===== src/rtl/pipeline_hazard_ctrl_pkg.sv =====
// Shared constants for the pipeline stall/flush controller.
package pipeline_hazard_ctrl_pkg;

  localparam int unsigned REG_FILE_DEPTH = 4;
  localparam int unsigned WORD_WIDTH     = 32;
  // Wait-state counter width; covers MEM_WAIT up to 15.
  localparam int unsigned MEM_CNT_W      = 4;

  typedef enum logic {
    StIdle = 1'b0,
    StWait = 1'b1
  } mem_state_e;

endpackage


===== src/rtl/pipeline_hazard_ctrl_sram_wait_fsm.sv =====
// SRAM wait-state FSM: stalls the whole pipeline for MemWait cycles per access,
// then pulses mem_ready_o for one completion cycle.
module sram_wait_fsm
  import pipeline_hazard_ctrl_pkg::*;
#(
  parameter int unsigned MemWait = 3
) (
  input  logic clk_i,
  input  logic rst_i,
  input  logic mem_access_i,
  output logic stall_all_o,
  output logic mem_ready_o
);

  localparam logic [MEM_CNT_W-1:0] CntLoad = MEM_CNT_W'(MemWait - 1);

  mem_state_e           state_q, state_d;
  logic [MEM_CNT_W-1:0] cnt_q, cnt_d;

  // State and wait counter registers.
  always_ff @(posedge clk_i or posedge rst_i) begin
    if (rst_i) begin
      state_q <= StIdle;
      cnt_q   <= '0;
    end else begin
      state_q <= state_d;
      cnt_q   <= cnt_d;
    end
  end

  // Next-state and stall/ready decode.
  always_comb begin
    state_d     = state_q;
    cnt_d       = cnt_q;
    stall_all_o = 1'b0;
    mem_ready_o = 1'b0;
    unique case (state_q)
      StIdle: begin
        if (mem_access_i) begin
          stall_all_o = 1'b1;
          state_d     = StWait;
          cnt_d       = CntLoad;
        end
      end
      StWait: begin
        if (cnt_q != '0) begin
          stall_all_o = 1'b1;
          cnt_d       = cnt_q - 1'b1;
        end else begin
          // Pipeline advances this cycle, so a held MEM_Access is a new access.
          mem_ready_o = 1'b1;
          state_d     = StIdle;
        end
      end
      default: state_d = StIdle;
    endcase
  end

endmodule


===== src/rtl/pipeline_hazard_ctrl.sv =====
// Central stall/flush controller for the 5-stage pipeline: RAW hazard detect,
// branch flush and SRAM wait-state stall, plus a saturating stall counter.
module pipeline_hazard_ctrl
  import pipeline_hazard_ctrl_pkg::*;
#(
  parameter int unsigned REG_IDX_W = REG_FILE_DEPTH,
  parameter int unsigned MEM_WAIT  = 3,
  parameter bit          FWD_EN    = 1'b1,
  parameter int unsigned CNT_W     = 16
) (
  input  logic                 clk,
  input  logic                 rst,
  input  logic                 ID_Valid,
  input  logic [REG_IDX_W-1:0] ID_Rn,
  input  logic [REG_IDX_W-1:0] ID_Rm,
  input  logic                 ID_Use_Rn,
  input  logic                 ID_Two_Src,
  input  logic [REG_IDX_W-1:0] EX_Dest,
  input  logic                 EX_WB_EN,
  input  logic                 EX_MEM_R_EN,
  input  logic [REG_IDX_W-1:0] MEM_Dest,
  input  logic                 MEM_WB_EN,
  input  logic                 MEM_Access,
  input  logic                 EX_Branch_Taken,
  output logic                 Freeze_PC,
  output logic                 ID_Flush,
  output logic                 IF_Flush,
  output logic                 Stall_All,
  output logic                 Mem_Ready,
  output logic [CNT_W-1:0]     Stall_Count
);

  logic             fsm_stall, fsm_ready;
  logic             m_ex, m_mem, hazard, flush, stall;
  logic [CNT_W-1:0] stall_count_q, stall_count_d;

  sram_wait_fsm #(
    .MemWait(MEM_WAIT)
  ) u_sram_wait_fsm (
    .clk_i       (clk),
    .rst_i       (rst),
    .mem_access_i(MEM_Access),
    .stall_all_o (fsm_stall),
    .mem_ready_o (fsm_ready)
  );

  // Hazard compare, flush and output priority (rst > stall > flush > hazard).
  always_comb begin
    m_ex  = (ID_Use_Rn && (ID_Rn == EX_Dest)) || (ID_Two_Src && (ID_Rm == EX_Dest));
    m_mem = (ID_Use_Rn && (ID_Rn == MEM_Dest)) || (ID_Two_Src && (ID_Rm == MEM_Dest));
    if (FWD_EN) begin
      // Forwarding covers everything except a load result still in EX.
      hazard = ID_Valid && EX_MEM_R_EN && EX_WB_EN && m_ex;
    end else begin
      hazard = ID_Valid && ((EX_WB_EN && m_ex) || (MEM_WB_EN && m_mem));
    end
    // Outputs are forced low while reset is held, even though the FSM resets async.
    stall     = !rst && fsm_stall;
    flush     = !rst && EX_Branch_Taken && !stall;
    Stall_All = stall;
    Mem_Ready = !rst && fsm_ready;
    IF_Flush  = flush;
    ID_Flush  = flush || (!rst && hazard && !stall);
    Freeze_PC = stall || (!rst && hazard && !flush);
  end

  // Saturating stall-cycle counter next state.
  always_comb begin
    stall_count_d = stall_count_q;
    if ((Stall_All || Freeze_PC) && (stall_count_q != '1)) begin
      stall_count_d = stall_count_q + CNT_W'(1);
    end
  end

  // Stall counter register.
  always_ff @(posedge clk or posedge rst) begin
    if (rst) begin
      stall_count_q <= '0;
    end else begin
      stall_count_q <= stall_count_d;
    end
  end

  assign Stall_Count = stall_count_q;

endmodule


===== config.mk =====
export PLATFORM = sky130hd
export DESIGN_NAME = pipeline_hazard_ctrl
export DESIGN_NICKNAME = d
export VERILOG_FILES = /design/src/rtl/pipeline_hazard_ctrl_pkg.sv /design/src/rtl/pipeline_hazard_ctrl_sram_wait_fsm.sv /design/src/rtl/pipeline_hazard_ctrl.sv
export SDC_FILE = /design/constraint.sdc
export NUM_CORES = 1
export LEC_CHECK = 0
export ABC_CLOCK_PERIOD_IN_PS = 2710
export BUFFER_PORTS_ARGS = -buffer_cell sky130_fd_sc_hd__buf_2
export CORE_MARGIN = 1
export CORE_UTILIZATION = 49
export DETAILED_ROUTE_END_ITERATION = 16
export PLACE_DENSITY = 0.84
export SETUP_SLACK_MARGIN = 0.02
export SLEW_MARGIN = 20
export SYNTH_ARGS = -nofsm -noshare
export SYNTH_HDL_FRONTEND = slang
export SYNTH_HIERARCHICAL = 1
export SYNTH_SLANG_ARGS = --single-unit

===== constraint.sdc =====
create_clock -name clk -period 2.71 [get_ports clk]
set_clock_uncertainty 0.15 [all_clocks]
set_input_delay 0.271 -clock clk [delete_from_list [all_inputs] [get_ports clk]]
set_output_delay 0.271 -clock clk [all_outputs]
set_load 0.03 [all_outputs]

# Yosys cells after proc, flatten, opt, wreduce, memory -nomap -nowiden

Index checks and enable logic that the tools add are counted.

Mux-type cells: 8
Add/subtract/negate cells: 2
Equality and inequality tests: 5
Reduce and logical (&&, ||, !) cells: 22
Bitwise operators: 1

Operator list:

| cell                                             | number |
|---|---|
| adder 16 x 1 -> 16 bit, second input constant    | 1 |
| inequality test 16 bit, second input constant    | 1 |
| logical AND 1 bit                                | 13 |
| == test 4 bit                                    | 2 |
| two-way mux 4 bit                                | 2 |
| case mux 4 bit (2 select lines)                  | 1 |
| logical OR 1 bit                                 | 4 |
| two-way mux 1 bit                                | 4 |
| inequality test 2 bit, second input constant     | 2 |
| nonzero test 4 bit                               | 1 |
| subtractor 4 x 1 -> 4 bit, second input constant | 1 |
| logical NOT 1 bit                                | 3 |
| case mux 1 bit (2 select lines)                  | 1 |
| AND reduction 2 bit                              | 1 |
| NOT 1 bit                                        | 1 |

Logic and storage cells: 41
Flip-flop bits (word level): 21

# Depth between registers and ports, before layout

Depth in word-level cells: 11
Gate-level depth with buffers: 9
Mapped depth without buffers: 7

# Hierarchy

Netlist, hierarchy kept.

By module, submodules not included:

| module               | sequential area each (sq um) | area each (sq um) | times used | cells an instance |
|---|---|---|---|---|
| pipeline_hazard_ctrl | 400.4                        | 1043.5            | 1          | 104 |
| sram_wait_fsm        | 125.1                        | 254.0             | 1          | 26 |

# Worst setup path after synthesis

Ideal clock, no wire load.

Path kind: reg2out
From: reg u_sram_wait_fsm.cnt_q[0]
To: out Freeze_PC
Slack: 0.404 ns
Cell stages (with the launch flop): 9
Required time: 2.289 ns
Arrival time: 1.885 ns
Buffers on the path: 2
Cell sequence: dfrtp_1 -> inv_1 -> ha_1 -> and4bb_4 -> nor2_2 -> nor2b_1 -> clkbuf_1 -> buf_2 -> or2_2

Cells in the longest elaborated chain, start to end: 9

Ends and longest elaborated chain:

| item                                | RTL line                                 | text |
|---|---|---|
| start: declaration                  | pipeline_hazard_ctrl_sram_wait_fsm.sv:18 | `logic [MEM_CNT_W-1:0] cnt_q, cnt_d;` |
| start signal: assignment            | pipeline_hazard_ctrl_sram_wait_fsm.sv:27 | `cnt_q <= cnt_d;` |
| nonzero test 4 bit (*)              | pipeline_hazard_ctrl_sram_wait_fsm.sv:46 | `if (cnt_q != '0) begin` |
| two-way mux 1 bit (*)               | pipeline_hazard_ctrl_sram_wait_fsm.sv:46 |  |
| case mux 1 bit (2 select lines) (*) | pipeline_hazard_ctrl_sram_wait_fsm.sv:37 | `unique case (state_q)` |
| named net fsm_stall                 | pipeline_hazard_ctrl.sv:33               | `logic fsm_stall, fsm_ready;` |
| logical AND 1 bit (*)               | pipeline_hazard_ctrl.sv:58               | `stall = !rst && fsm_stall;` |
| named net Stall_All                 | pipeline_hazard_ctrl.sv:28               | `output logic Stall_All,` |
| logical NOT 1 bit                   | pipeline_hazard_ctrl.sv:59               | `flush = !rst && EX_Branch_Taken && !stall;` |
| logical AND 1 bit                   | pipeline_hazard_ctrl.sv:59               |  |
| logical NOT 1 bit                   | pipeline_hazard_ctrl.sv:64               | `Freeze_PC = stall \|\| (!rst && hazard && !flush);` |
| logical AND 1 bit                   | pipeline_hazard_ctrl.sv:64               |  |
| logical OR 1 bit (*)                | pipeline_hazard_ctrl.sv:64               |  |
| end: declaration                    | pipeline_hazard_ctrl.sv:25               | `output logic Freeze_PC,` |

The timed path passes the listed nets; every way through them passes the cells marked *.

# Worst setup path in the final report

From: reg u_sram_wait_fsm.cnt_q[0]
To: out Freeze_PC

Cells in the longest elaborated chain, start to end: 9

Ends and longest elaborated chain:

| item                                | RTL line |
|---|---|
| nonzero test 4 bit (*)              | pipeline_hazard_ctrl_sram_wait_fsm.sv:46 |
| two-way mux 1 bit (*)               | pipeline_hazard_ctrl_sram_wait_fsm.sv:46 |
| case mux 1 bit (2 select lines) (*) | pipeline_hazard_ctrl_sram_wait_fsm.sv:37 |
| named net fsm_stall                 | pipeline_hazard_ctrl.sv:33 |
| logical AND 1 bit (*)               | pipeline_hazard_ctrl.sv:58 |
| logical NOT 1 bit                   | pipeline_hazard_ctrl.sv:59 |
| logical AND 1 bit                   | pipeline_hazard_ctrl.sv:59 |
| logical NOT 1 bit                   | pipeline_hazard_ctrl.sv:64 |
| logical AND 1 bit                   | pipeline_hazard_ctrl.sv:64 |
| logical OR 1 bit (*)                | pipeline_hazard_ctrl.sv:64 |

Marked as above.

==> run summary <==
Syn_nets -> 158
TritonCTS clock tree -> yes
Hold EP -> u_sram_wait_fsm/cnt_q[3]
Worst Path Arrival -> 2.12 ns
Pleak -> 0.719 nW
I/O pin count -> 47
Fin crit period -> 2.54 ns
R2R Path Start -> u_sram_wait_fsm/cnt_q[0]
RSZ-0062 raised after global routing -> no
R2R Setup Slk -> 0.56 ns
Register area share after synthesis -> 40.5%
DRT Wirelength -> 2650 microns
R2r endpoint -> Stall_Count[10]
Synthesis warning total -> 6
Worst hold path type -> in2reg
Die area -> 2860 sq um
Library cells used by synthesis -> 37
PortBufs -> 41
Starting DRT DRC Count -> 25
Worst skew pair latency -> 0.30 ns
Vias -> 1148
Core ar. -> 2500 sq um
# diodes -> 0
Crit path required time -> 2.29 ns
Cells after DPL -> 199
Outcome -> complete, no violations
F_max -> 0.394 GHz
Most used DFF post-synth -> dfrtp_1
Synth top area cells -> dfrtp_1 (41%), xnor2_1 (12%), mux2_1 (3.5%)
Resize count post-CTS -> 0
CP startpoint kind -> register
Die span in x -> 53.5 microns
Final nets -> 203
Hold depth -> 4
Vias in the first global route -> 1039
Pre-CTS setup slack -> 0.526 ns
Post-CTS Setup Bufs -> 0
Fin crit share -> 93.6%
Hold path start -> MEM_Access
Synth area leader -> dfrtp_1
Cell area after synthesis -> 1300 sq um
Initial core utilization -> 51.9%
Num rows -> 18
Register bit total from synthesis -> 21
First-pass GRT wire length -> 4200 microns
PD cells -> 733 nW/um^2
Fin cells -> 204
Grt total ovfl -> 0
R2r worst-path depth -> 8
Syn Area/Cell -> 9.98 sq um
Crit. End Element -> output pin
Post-CTS Hold Buffers -> 1
Via-per-instance ratio -> 5.63
Asr flop ratio synth -> 100%
CTS sink count -> 21
VDD IR max -> 0.568 mV
Min setup slack post-route -> 0.172 ns
Largest net degree at the start of global routing -> 18
Setup_tns -> 0 ns
HPWL Detailed -> 2060 microns
Endpoints failing hold -> 0
Setup Viol. Count Final -> 0
Total GRT Usage -> 20.0%
Slew margin rel. -> 59.6%
Critical path class -> reg2out
H-tree depth -> 1
P&R area growth vs syn -> 20.5%
CTS buffer count -> 3
Worst-path maximum fanout -> 17
Post-synth top area share -> 40.5%
CTS clk-pin slew, worst paths -> 0.11 ns
RD Place Congestion -> 0.797
Chip height -> 53.5 microns
Worst Max-Slew Pin Slew -> 0.606 ns
Antenna-violating nets left -> 0
CTS max path bufs -> 2
DRT Pass-1 Iters -> 4
WL/cell -> 13.0 microns
Post-synth EDFFs -> 0
Ratio of cells with drive above 1 in the final layout -> 33.3%
Antenna violations before repair -> 0
# Max-Cap Violations -> 0
Cell count after synthesis -> 130
DRC Markers -> 0
Slew Viols, Final -> 0
CTS Root Cell -> clkbuf_4
[cells in the mapped netlist (all sizes together) (2+ instances only)]
master	number
inv	5
o21ai	12
and3	5
mux2	6
buf	2
nand2	11
nor3	5
nand4	5
nand3	6
nor2b	3
xnor2	18
nand2b	2
o22ai	2
o211ai	6
dfrtp	21
ha	2
o2111ai	3
nor2	8
[final cells by class]
type / instances / area, sq um
Clock buffer: 4 / 26.3
Tap cell: 30 / 37.5
Sequential cell: 21 / 526
Timing Repair Buffer: 43 / 223
Inverter: 5 / 18.8
Fill cell: 210 / 936
Multi-Input combinational cell: 101 / 733
[kinds of logic (layout without fill, tap and decap cells)]
group / count (synthesis) / count (layout) / share of synthesized area, %
AOI/OAI and AO/OA: 24 / 24 / 13.1
xor gates and xnor gates: 18 / 18 / 12.2
and+or+nand+nor: 51 / 51 / 23.8
buffers and inverters: 8 / 52 / 2.99
adders and majority gates: 2 / 2 / 1.93
DFF: 21 / 21 / 40.5
muxes: 6 / 6 / 5.50
[worst max-delay path, stage by stage (launching register included)]
cell and delay (ns):
dfrtp_1 0.42, inv_1 0.06, ha_1 0.20, and4bb_4 0.27, nor2_2 0.06, nor2b_1 0.14
buf_4 0.19, or2_2 0.30, buf_2 0.18
[report_power, final]
part           internal, mW  switching, mW  total (mW)
combinational         0.201          0.310       0.511
sequential            0.392         0.0959       0.488
clock                0.0573         0.0907       0.148
total                 0.650          0.496        1.15
[per-stage QoR]
stage	instance area, sq um	power, mW	hold WS, ns	util (%)
final	1560	1.15	0.148	62.6
after global routing	1560	1.22	0.183	62.6
after CTS	1560	1.15	0.138	62.6
after detailed placement	1530	1.00	0.0810	61.1
after global placement	1530	0.973	0.0762	61.1
after floorplan	1300	0.853	-0.100	-
[layer usage]
layer / global-route usage [%] / share of wire [%] / vias to the layer above
met5: 0 / 0 / -
met4: 4.39 / 0 / 0
met3: 3.74 / 7.3 / 0
met2: 36.3 / 50 / 50
met1: 23.9 / 43 / 536
li1: - / - / 562
[layout by cell type, fill, tap and decap left out, drive strengths merged]
cell type / n
and3: 5
and4: 1
and4bb: 1
buf: 42
clkbuf: 4
dfrtp: 21
dlygate4sd3: 1
ha: 2
inv: 5
mux2: 6
nand2: 11
nand2b: 2
nand3: 6
nand4: 5
nand4b: 1
nor2: 8
nor2b: 3
nor3: 5
nor3b: 1
nor4: 1
o2111ai: 3
o211ai: 6
o21ai: 12
o22a: 1
o22ai: 2
or2: 1
xnor2: 18
[how the worst max path moves through the flow]
stage                        startpoint  slack, ns  cells past startpoint         to
3_3_place_gp   u_sram_wait_fsm/cnt_q[0]       0.57                      8  Freeze_PC
2_1_floorplan  u_sram_wait_fsm/cnt_q[0]       0.40                      8  Freeze_PC
4_1_cts        u_sram_wait_fsm/cnt_q[0]       0.16                      8  Freeze_PC
5_1_grt        u_sram_wait_fsm/cnt_q[0]       0.04                      8  Freeze_PC
3_5_place_dp   u_sram_wait_fsm/cnt_q[0]       0.53                      8  Freeze_PC
6_report       u_sram_wait_fsm/cnt_q[0]       0.17                      8  Freeze_PC
[sequential cells by signal (all words and copies together), names as in the netlist]
register	flops
u_sram_wait_fsm/state_q	1
Stall_Count	16
u_sram_wait_fsm/cnt_q	4
No activity file was read; power rests on OpenSTA's default activity.
